$ cat src/rtl/ni_bus_pkg.sv
// ni_bus_pkg: shared bus states, Wishbone cti/bte codes and round-robin pick helper
package ni_bus_pkg;
  typedef enum logic {IDLE, BUSY} state_e;
  localparam logic [2:0] CTI_CLASSIC = 3'b000;
  localparam logic [2:0] CTI_CONST   = 3'b001;
  localparam logic [2:0] CTI_INCR    = 3'b010;
  localparam logic [2:0] CTI_EOB     = 3'b111;
  localparam logic [1:0] BTE_LINEAR  = 2'b00;
  localparam logic [1:0] BTE_WRAP4   = 2'b01;
  localparam logic [1:0] BTE_WRAP8   = 2'b10;
  localparam logic [1:0] BTE_WRAP16  = 2'b11;
  localparam int RR_MAX = 32;
  function automatic logic [RR_MAX-1:0] rr_next(input logic [RR_MAX-1:0] req, input int last, input int n);
    logic [RR_MAX-1:0] g;
    int i;
    g = '0;
    for (int k = n; k >= 1; k--) begin
      i = (last + k) % n;
      if (req[i]) begin
        g = '0;
        g[i] = 1'b1;
      end
    end
    return g;
  endfunction
endpackage

$ cat src/rtl/ni_rr_arbiter.sv
// ni_rr_arbiter: round-robin owner selection with registered one-hot grant held until release
module ni_rr_arbiter
  import ni_bus_pkg::*;
#(
  parameter int N = 2
) (
  input  logic         clk,
  input  logic         rst,
  input  logic [N-1:0] req,
  input  logic         en,
  input  logic         rel,
  output logic [N-1:0] grant,
  output logic         busy
);
  localparam int LW = $clog2(N);
  state_e state_q, state_d;
  logic [N-1:0] grant_q, grant_d;
  logic [LW-1:0] last_q, last_d;
  logic [RR_MAX-1:0] pick;
  // pick the next requester after last when idle, drop the grant when the owner releases
  always_comb begin
    state_d = state_q;
    grant_d = grant_q;
    last_d = last_q;
    pick = rr_next(RR_MAX'(req), int'(last_q), N);
    if (state_q == IDLE && en && |req) begin
      state_d = BUSY;
      grant_d = pick[N-1:0];
      for (int i = 0; i < N; i++) if (pick[i]) last_d = LW'(i);
    end else if (state_q == BUSY && rel) begin
      state_d = IDLE;
      grant_d = '0;
    end
  end
  // arbitration state register; last starts at N-1 so requester 0 wins first
  always_ff @(posedge clk) begin
    if (rst) begin
      state_q <= IDLE;
      grant_q <= '0;
      last_q <= LW'(N - 1);
    end else begin
      state_q <= state_d;
      grant_q <= grant_d;
      last_q <= last_d;
    end
  end
  assign grant = grant_q;
  assign busy = state_q == BUSY;
endmodule

$ cat src/rtl/ni_wb_arbiter.sv
// ni_wb_arbiter: shares one Wishbone slave path between masters with a per-strobe watchdog
module ni_wb_arbiter
  import ni_bus_pkg::*;
#(
  parameter int MASTERS    = 2,
  parameter int ADDR_WIDTH = 32,
  parameter int DATA_WIDTH = 32,
  parameter int TIMEOUT    = 255
) (
  input  logic                                   clk,
  input  logic                                   rst,
  input  logic [MASTERS-1:0][ADDR_WIDTH-1:0]     m_addr,
  input  logic [MASTERS-1:0][DATA_WIDTH-1:0]     m_data_in,
  input  logic [MASTERS-1:0]                     m_cyc,
  input  logic [MASTERS-1:0]                     m_stb,
  input  logic [MASTERS-1:0]                     m_we,
  input  logic [MASTERS-1:0][DATA_WIDTH/8-1:0]   m_sel,
  input  logic [MASTERS-1:0][2:0]                m_cti,
  input  logic [MASTERS-1:0][1:0]                m_bte,
  output logic [DATA_WIDTH-1:0]                  m_data_out,
  output logic [MASTERS-1:0]                     m_ack,
  output logic [MASTERS-1:0]                     m_err,
  output logic [MASTERS-1:0]                     m_rty,
  output logic [ADDR_WIDTH-1:0]                  s_addr,
  output logic [DATA_WIDTH-1:0]                  s_data_in,
  output logic                                   s_cyc,
  output logic                                   s_stb,
  output logic                                   s_we,
  output logic [DATA_WIDTH/8-1:0]                s_sel,
  output logic [2:0]                             s_cti,
  output logic [1:0]                             s_bte,
  input  logic [DATA_WIDTH-1:0]                  s_data_out,
  input  logic                                   s_ack,
  input  logic                                   s_err,
  input  logic                                   s_rty,
  output logic [MASTERS-1:0]                     grant,
  output logic                                   timeout_evt
);
  localparam int SEL_WIDTH = DATA_WIDTH / 8;
  localparam int LW = $clog2(MASTERS);
  localparam int WW = TIMEOUT > 0 ? $clog2(TIMEOUT + 1) : 1;
  localparam logic [WW-1:0] WLIM = WW'(TIMEOUT > 0 ? TIMEOUT - 1 : 0);
  logic busy, wdog_fire, waiting;
  logic [LW-1:0] g;
  logic [WW-1:0] wdog_q, wdog_d;
  ni_rr_arbiter #(.N(MASTERS)) u_arb (
    .clk(clk), .rst(rst), .req(m_cyc), .en(1'b1), .rel(~m_cyc[g]), .grant(grant), .busy(busy)
  );
  // one-hot grant to owner index
  always_comb begin
    g = '0;
    for (int i = 0; i < MASTERS; i++) if (grant[i]) g = LW'(i);
  end
  // owner pass-through, termination routing and watchdog threshold
  always_comb begin
    waiting = busy && m_stb[g] && !s_ack && !s_err;
    wdog_fire = (TIMEOUT != 0) && waiting && wdog_q == WLIM;
    wdog_d = (TIMEOUT != 0) && waiting && !wdog_fire ? wdog_q + 1'b1 : '0;
    s_addr = busy ? m_addr[g] : '0;
    s_data_in = busy ? m_data_in[g] : '0;
    s_cyc = busy && m_cyc[g];
    s_stb = busy && m_stb[g] && !wdog_fire;
    s_we = busy && m_we[g];
    s_sel = busy ? m_sel[g] : SEL_WIDTH'(0);
    s_cti = busy ? m_cti[g] : 3'b000;
    s_bte = busy ? m_bte[g] : 2'b00;
    m_data_out = busy ? s_data_out : '0;
    m_ack = busy && s_ack ? grant : '0;
    m_err = busy && (s_err || wdog_fire) ? grant : '0;
    m_rty = busy && s_rty ? grant : '0;
    timeout_evt = wdog_fire;
  end
  // watchdog counter for the current strobe
  always_ff @(posedge clk) begin
    if (rst) wdog_q <= '0;
    else wdog_q <= wdog_d;
  end
endmodule

$ cat config.mk
export PLATFORM = sky130hd
export DESIGN_NAME = ni_wb_arbiter
export DESIGN_NICKNAME = d
export VERILOG_FILES = /design/src/rtl/ni_bus_pkg.sv /design/src/rtl/ni_rr_arbiter.sv /design/src/rtl/ni_wb_arbiter.sv
export SDC_FILE = /design/constraint.sdc
export NUM_CORES = 1
export LEC_CHECK = 0
export ABC_CLOCK_PERIOD_IN_PS = 2300
export BUFFER_PORTS_ARGS = -buffer_cell sky130_fd_sc_hd__buf_4
export CAP_MARGIN = 25
export CORE_AREA = 2 2 119 121
export DETAILED_ROUTE_END_ITERATION = 8
export DIE_AREA = 0 0 121 123
export HOLD_SLACK_MARGIN = 0.03
export PLACE_DENSITY_LB_ADDON = 0.08
export SLEW_MARGIN = 0
export SYNTH_ARGS = -nofsm -noshare
export SYNTH_HDL_FRONTEND = slang
export SYNTH_HIERARCHICAL = 1
export SYNTH_SLANG_ARGS = --single-unit
$ cat constraint.sdc
create_clock -name clk -period 2.3 [get_ports clk]
set_input_delay 0.46 -clock clk [delete_from_list [all_inputs] [get_ports clk]]
set_output_delay 0.46 -clock clk [all_outputs]
set_load 0.02 [all_outputs]
==> run summary, run 1 <==
critical path arrival: 1.67 ns
combinational share of power: 58.7%
sw frac: 32.8%
max-slew violations: 0
Post-synth ARST share: 0%
Slew HR: 55.6%
nets: 756
Skew-Pair Late Insertion Delay: 0.24 ns
Syn Area/Cell: 7.93 um2
Setup crit end kind: primary output
routability cong.: 0.731
min-delay worst type: in -> reg
crit-path max FO: 4
area of the core: 13,600 um2
Setup Buffers After CTS: 0
CTS clk-pin slew, worst paths: 0.04 ns
post-cts sizing count: 0
H-tree depth: 1
Final ANT Viol Nets: 0
Clock power frac: 25.4%
status: completed
RSZ-0062 raised after global routing: false
Worst Path Required: 1.84 ns
Seq/Total Area, Yosys: 11.1%
Overflow after GRT: 0
Fin Setup TNS: 0 ns
CTS Sinks: 12
routed wire length per instance: 14.9 um
Final Hold Slack: 0.415 ns
Ports: 306
row count: 43
Remaining DRCs: 0
post-synthesis register bit count: 12
Syn. warnings: 6
Post-Syn Instances: 272
fraction of layout cells with a size suffix above 1: 56.7%
top_reg_cell synth: dfxtp_1
post-DP HPWL: 9300 um
EDFF count, synth: 0
largest net degree at the start of global routing: 119
TritonCTS Buffers: 3
Clock Path Buffers: 2
final worst path period share: 92.5%
most common cell after layout, fill and taps aside: buf_4
antenna cells: 0
peak supply drop: 0.265 mV
die width: 121 um
DR vias/cell: 4.00
CTS tree: yes
Worst Skew: 0.00265 ns
Reg power frac: 15.9%
actual slew at the worst max-slew pin: 0.664 ns
port bufs: 305
Design Power: 0.00139 W
Worst setup SP type: input pin
first-pass GRT wire length: 14,900 um
area grow syn2layout: 119%
Tmin final: 2.13 ns
Post-CTS Hold Buffers: 0
vias: 2,976
final setup fails: 0
most frequent cells in the layout: buf_4, mux2i_1, nor2b_1, and2_1, dfxtp_1
Final Hold Viols: 0
Unique masters post-synth: 36
die area: 14,900 um2
starting DRC count in detailed routing: 98
total leakage power: 2.32 nW
Root Buffer: clkbuf_16
TritonRoute pass-1 iters: 5
initial antenna violation count: 0
vias in the first global route: 2,716
GRT Total Usage: 12.8%
die height: 123 um
Internal: 0.000937 W
fmax: 0.470 GHz
synthesized area: 2160 um2
initial cell density of the core: 15.8%
total wire length: 11,100 um
kind of critical path: in -> out
Max-Cap Viols: 0
Net Switching: 0.000457 W
pwr dens: 295 nW/um2
power by group through the flow:
stage	sequential (W)	combinational [W]	clock (W)
6_report	0.000222	0.000817	0.000354
5_1_grt	0.000223	0.000874	0.000369
4_1_cts	0.000223	0.000827	0.000360
2_1_floorplan	0.000225	0.000379	0
3_3_place_gp	0.000226	0.000821	0
3_5_place_dp	0.000226	0.000826	0
final timing paths:
path / cells past startpoint / from / slack (ns) / to
max: 5 / s_ack / 0.17 / m_err[1]
min: 2 / rst / 0.41 / u_arb/grant[1]
max reg2reg: 3 / wdog_q[3] / 0.81 / wdog_q[2]
min reg2reg: 1 / wdog_q[0] / 0.49 / wdog_q[0]
flip-flops by register name, indices dropped and copies added (netlist names):
register,cells
wdog_q,8
u_arb/grant,2
u_arb/busy,1
u_arb/last_q,1
logic make-up (layout without fill, tap and decap cells):
family                   count (synthesis)  after routing  share of synthesized area (%)
XOR/XNOR                                 3              3                           1.22
AO/OA/AOI/OAI                           17             17                           5.92
buffers and inverters                   25            316                           5.22
AND/OR/NAND/NOR                        136            136                           39.8
adder cells (fa/ha/maj)                  2              2                           1.16
multiplexers                            76             76                           35.3
flip-flops                              12             12                           11.1
other                                    1              2                          0.174
layout make-up:
| cell class | instances | area [um2] |
|---|---|---|
| Clock buffer | 4 | 88.8 |
| Fill cell | 1471 | 8890 |
| Inverter | 3 | 11.3 |
| Multi-Input combinational cell | 236 | 1810 |
| Sequential cell | 12 | 245 |
| Tap cell | 180 | 225 |
| Timing Repair Buffer | 309 | 2340 |
worst max-delay path, cell delays in order:
cell     delay, ns
buf_4         0.12
or3b_4        0.40
nor4b_4       0.37
o211a_1       0.18
buf_4         0.14
through the flow:
stage | cells | utilization [%] | setup WS [ns] | area (um2)
2_1_floorplan | 273 | - | 0.208 | 2160
3_3_place_gp | 740 | 34.0 | 0.162 | 4630
3_5_place_dp | 740 | 34.0 | 0.159 | 4630
4_1_cts | 744 | 34.7 | 0.152 | 4720
5_1_grt | 744 | 34.7 | 0.0896 | 4720
6_report | 744 | 34.7 | 0.173 | 4720
layer usage:
metal	up-vias	wire length, um	global-route usage (%)	part of all wire, %
li1	1503	-	-	-
met1	1316	3930	14.0	35
met3	4	1020	3.23	9.2
met5	-	0	0	0
met4	0	45	0.727	0.40
met2	153	6120	25.6	55
cell usage after synthesis, drive strengths merged, types with 2 or more instances:
cell,n,share of area (%)
mux2i,75,35
o211a,2,0.93
o21ai,3,0.70
clkbuf,12,2.1
nor2,3,0.52
inv,3,0.52
and3,4,1.2
buf,10,2.6
nand4,2,0.58
dfxtp,12,11
xor2,2,0.81
nand2b,2,0.93
and2,32,9.3
o21bai,2,0.70
or3,3,0.87
nor3,5,1.2
nand3,3,0.70
ha,2,1.2
a211oi,3,1.3
a21oi,2,0.46
o211ai,2,0.70
nand2,3,0.52
nor2b,75,22
Note: power is estimated with default switching activity, not from simulation.
==> run 2, diff against run 1 <==
--- a/config.mk
+++ b/config.mk
@@ -13,8 +13,10 @@
 export DIE_AREA = 0 0 121 123
 export HOLD_SLACK_MARGIN = 0.03
 export PLACE_DENSITY_LB_ADDON = 0.08
+export RECOVER_POWER = 25
 export SLEW_MARGIN = 0
 export SYNTH_ARGS = -nofsm -noshare
 export SYNTH_HDL_FRONTEND = slang
 export SYNTH_HIERARCHICAL = 1
 export SYNTH_SLANG_ARGS = --single-unit
+export TNS_END_PERCENT = 5
==> run 2 against run 1 <==
Compared with the run above: cell area is 1.7% lower; critical endpoint unchanged; critical path depth stayed put; core utilization shrank 0.58 points; hold slack improved by 0.0021 ns; first-iteration DRC count down 3.1%.
==> run summary, run 2 (synthesized netlist as in run 1, its figures left out) <==
Final ANT Viol Nets: 0
vias: 2,969
Worst setup SP type: input pin
sw frac: 32.9%
combinational share of power: 58.4%
initial cell density of the core: 15.8%
nets: 756
CTS clk-pin slew, worst paths: 0.04 ns
fraction of layout cells with a size suffix above 1: 53.2%
max reg flops: 8
initial antenna violation count: 0
Max-Cap Viols: 0
pwr dens: 296 nW/um2
Skew-Pair Late Insertion Delay: 0.24 ns
routed wire length per instance: 14.9 um
Remaining DRCs: 0
Overflow after GRT: 0
total leakage power: 2.24 nW
RSZ-0062 raised after global routing: false
area of the core: 13,600 um2
row count: 43
Internal: 0.000923 W
kind of critical path: in -> out
Clock power frac: 25.5%
CTS Sinks: 12
Setup crit end kind: primary output
fmax: 0.470 GHz
routability cong.: 0.731
H-tree depth: 1
most common cell after layout, fill and taps aside: buf_4
Root Buffer: clkbuf_16
post-cts sizing count: 0
final worst path period share: 92.4%
final setup fails: 0
Net Switching: 0.000453 W
# fillers: 1,485
starting DRC count in detailed routing: 95
Reg power frac: 16.1%
CTS tree: yes
max-slew violations: 0
Fin Setup TNS: 0 ns
Worst Skew: 0.00136 ns
die area: 14,900 um2
die height: 123 um
critical path arrival: 1.67 ns
TritonRoute pass-1 iters: 4
total wire length: 11,100 um
r2r setup slk: 0.85 ns
antenna cells: 0
Final Hold Viols: 0
vias in the first global route: 2,716
min-delay worst type: in -> reg
area grow syn2layout: 115%
Ports: 306
post-DP HPWL: 9300 um
DR vias/cell: 3.99
die width: 121 um
TritonCTS Buffers: 3
largest net degree at the start of global routing: 119
Worst Path Required: 1.84 ns
Slew HR: 59.2%
Clock Path Buffers: 2
GRT Total Usage: 12.8%
status: completed
peak supply drop: 0.261 mV
Setup Buffers After CTS: 0
Final Util: 34.1%
Post-CTS Hold Buffers: 0
Tmin final: 2.13 ns
actual slew at the worst max-slew pin: 0.611 ns
Biggest register: wdog_q
most frequent cells in the layout: buf_4, mux2i_1, nor2b_1, and2_1, clkbuf_1
first-pass GRT wire length: 14,900 um
crit-path max FO: 4
port bufs: 305
-- run 2: worst max-delay path: stages --
cell and delay (ns):
buf_4 0.12, or3b_4 0.40, nor4b_4 0.37, o211a_1 0.18, buf_4 0.14
-- run 2: layer usage --
metal / track usage [%] / routed length (um) / vias to the layer above
met5: 0 / 0 / -
met4: 0.727 / 45 / 0
met3: 3.23 / 1000 / 4
met2: 25.6 / 6130 / 147
met1: 14.0 / 3900 / 1313
li1: - / - / 1505
-- run 2: final cells by class --
| type | count | area [um2] | share of cell area (%) |
|---|---|---|---|
| clock buffer | 4 | 88.8 | 1.91 |
| inverter | 3 | 11.3 | 0.242 |
| multi-input combinational | 236 | 1800 | 38.8 |
| sequential | 12 | 245 | 5.28 |
| tap | 180 | 225 | 4.85 |
| timing repair buffer | 309 | 2270 | 48.9 |
-- run 2: path summary, 6_finish.rpt --
path	cells after the start	to	startpoint
worst max-delay path	5	m_err[1]	s_ack
worst min-delay path	2	u_arb/grant[1]	rst
worst max register to register	3	wdog_q[2]	wdog_q[3]
worst min register to register	1	wdog_q[0]	wdog_q[0]
-- run 2: power by group through the flow --
stage                     Sequential [W]  Combinational (W)  Clock, W
after floorplan                 0.000225           0.000379         0
after CTS                       0.000223           0.000827  0.000360
after global routing            0.000223           0.000860  0.000369
final                           0.000222           0.000803  0.000351
after global placement          0.000226           0.000821         0
after detailed placement        0.000226           0.000826         0
-- run 2: stage by stage --
| step | hold WS [ns] | total power [W] | cell area [um2] | worst slack, ns | cells |
|---|---|---|---|---|---|
| floorplan | 0.451 | 0.000604 | 2160 | 0.208 | 273 |
| global placement | 0.473 | 0.00105 | 4630 | 0.162 | 740 |
| detailed placement | 0.479 | 0.00105 | 4630 | 0.159 | 740 |
| CTS | 0.415 | 0.00141 | 4720 | 0.152 | 744 |
| global route | 0.422 | 0.00145 | 4640 | 0.0896 | 744 |
| finish | 0.417 | 0.00138 | 4640 | 0.174 | 744 |
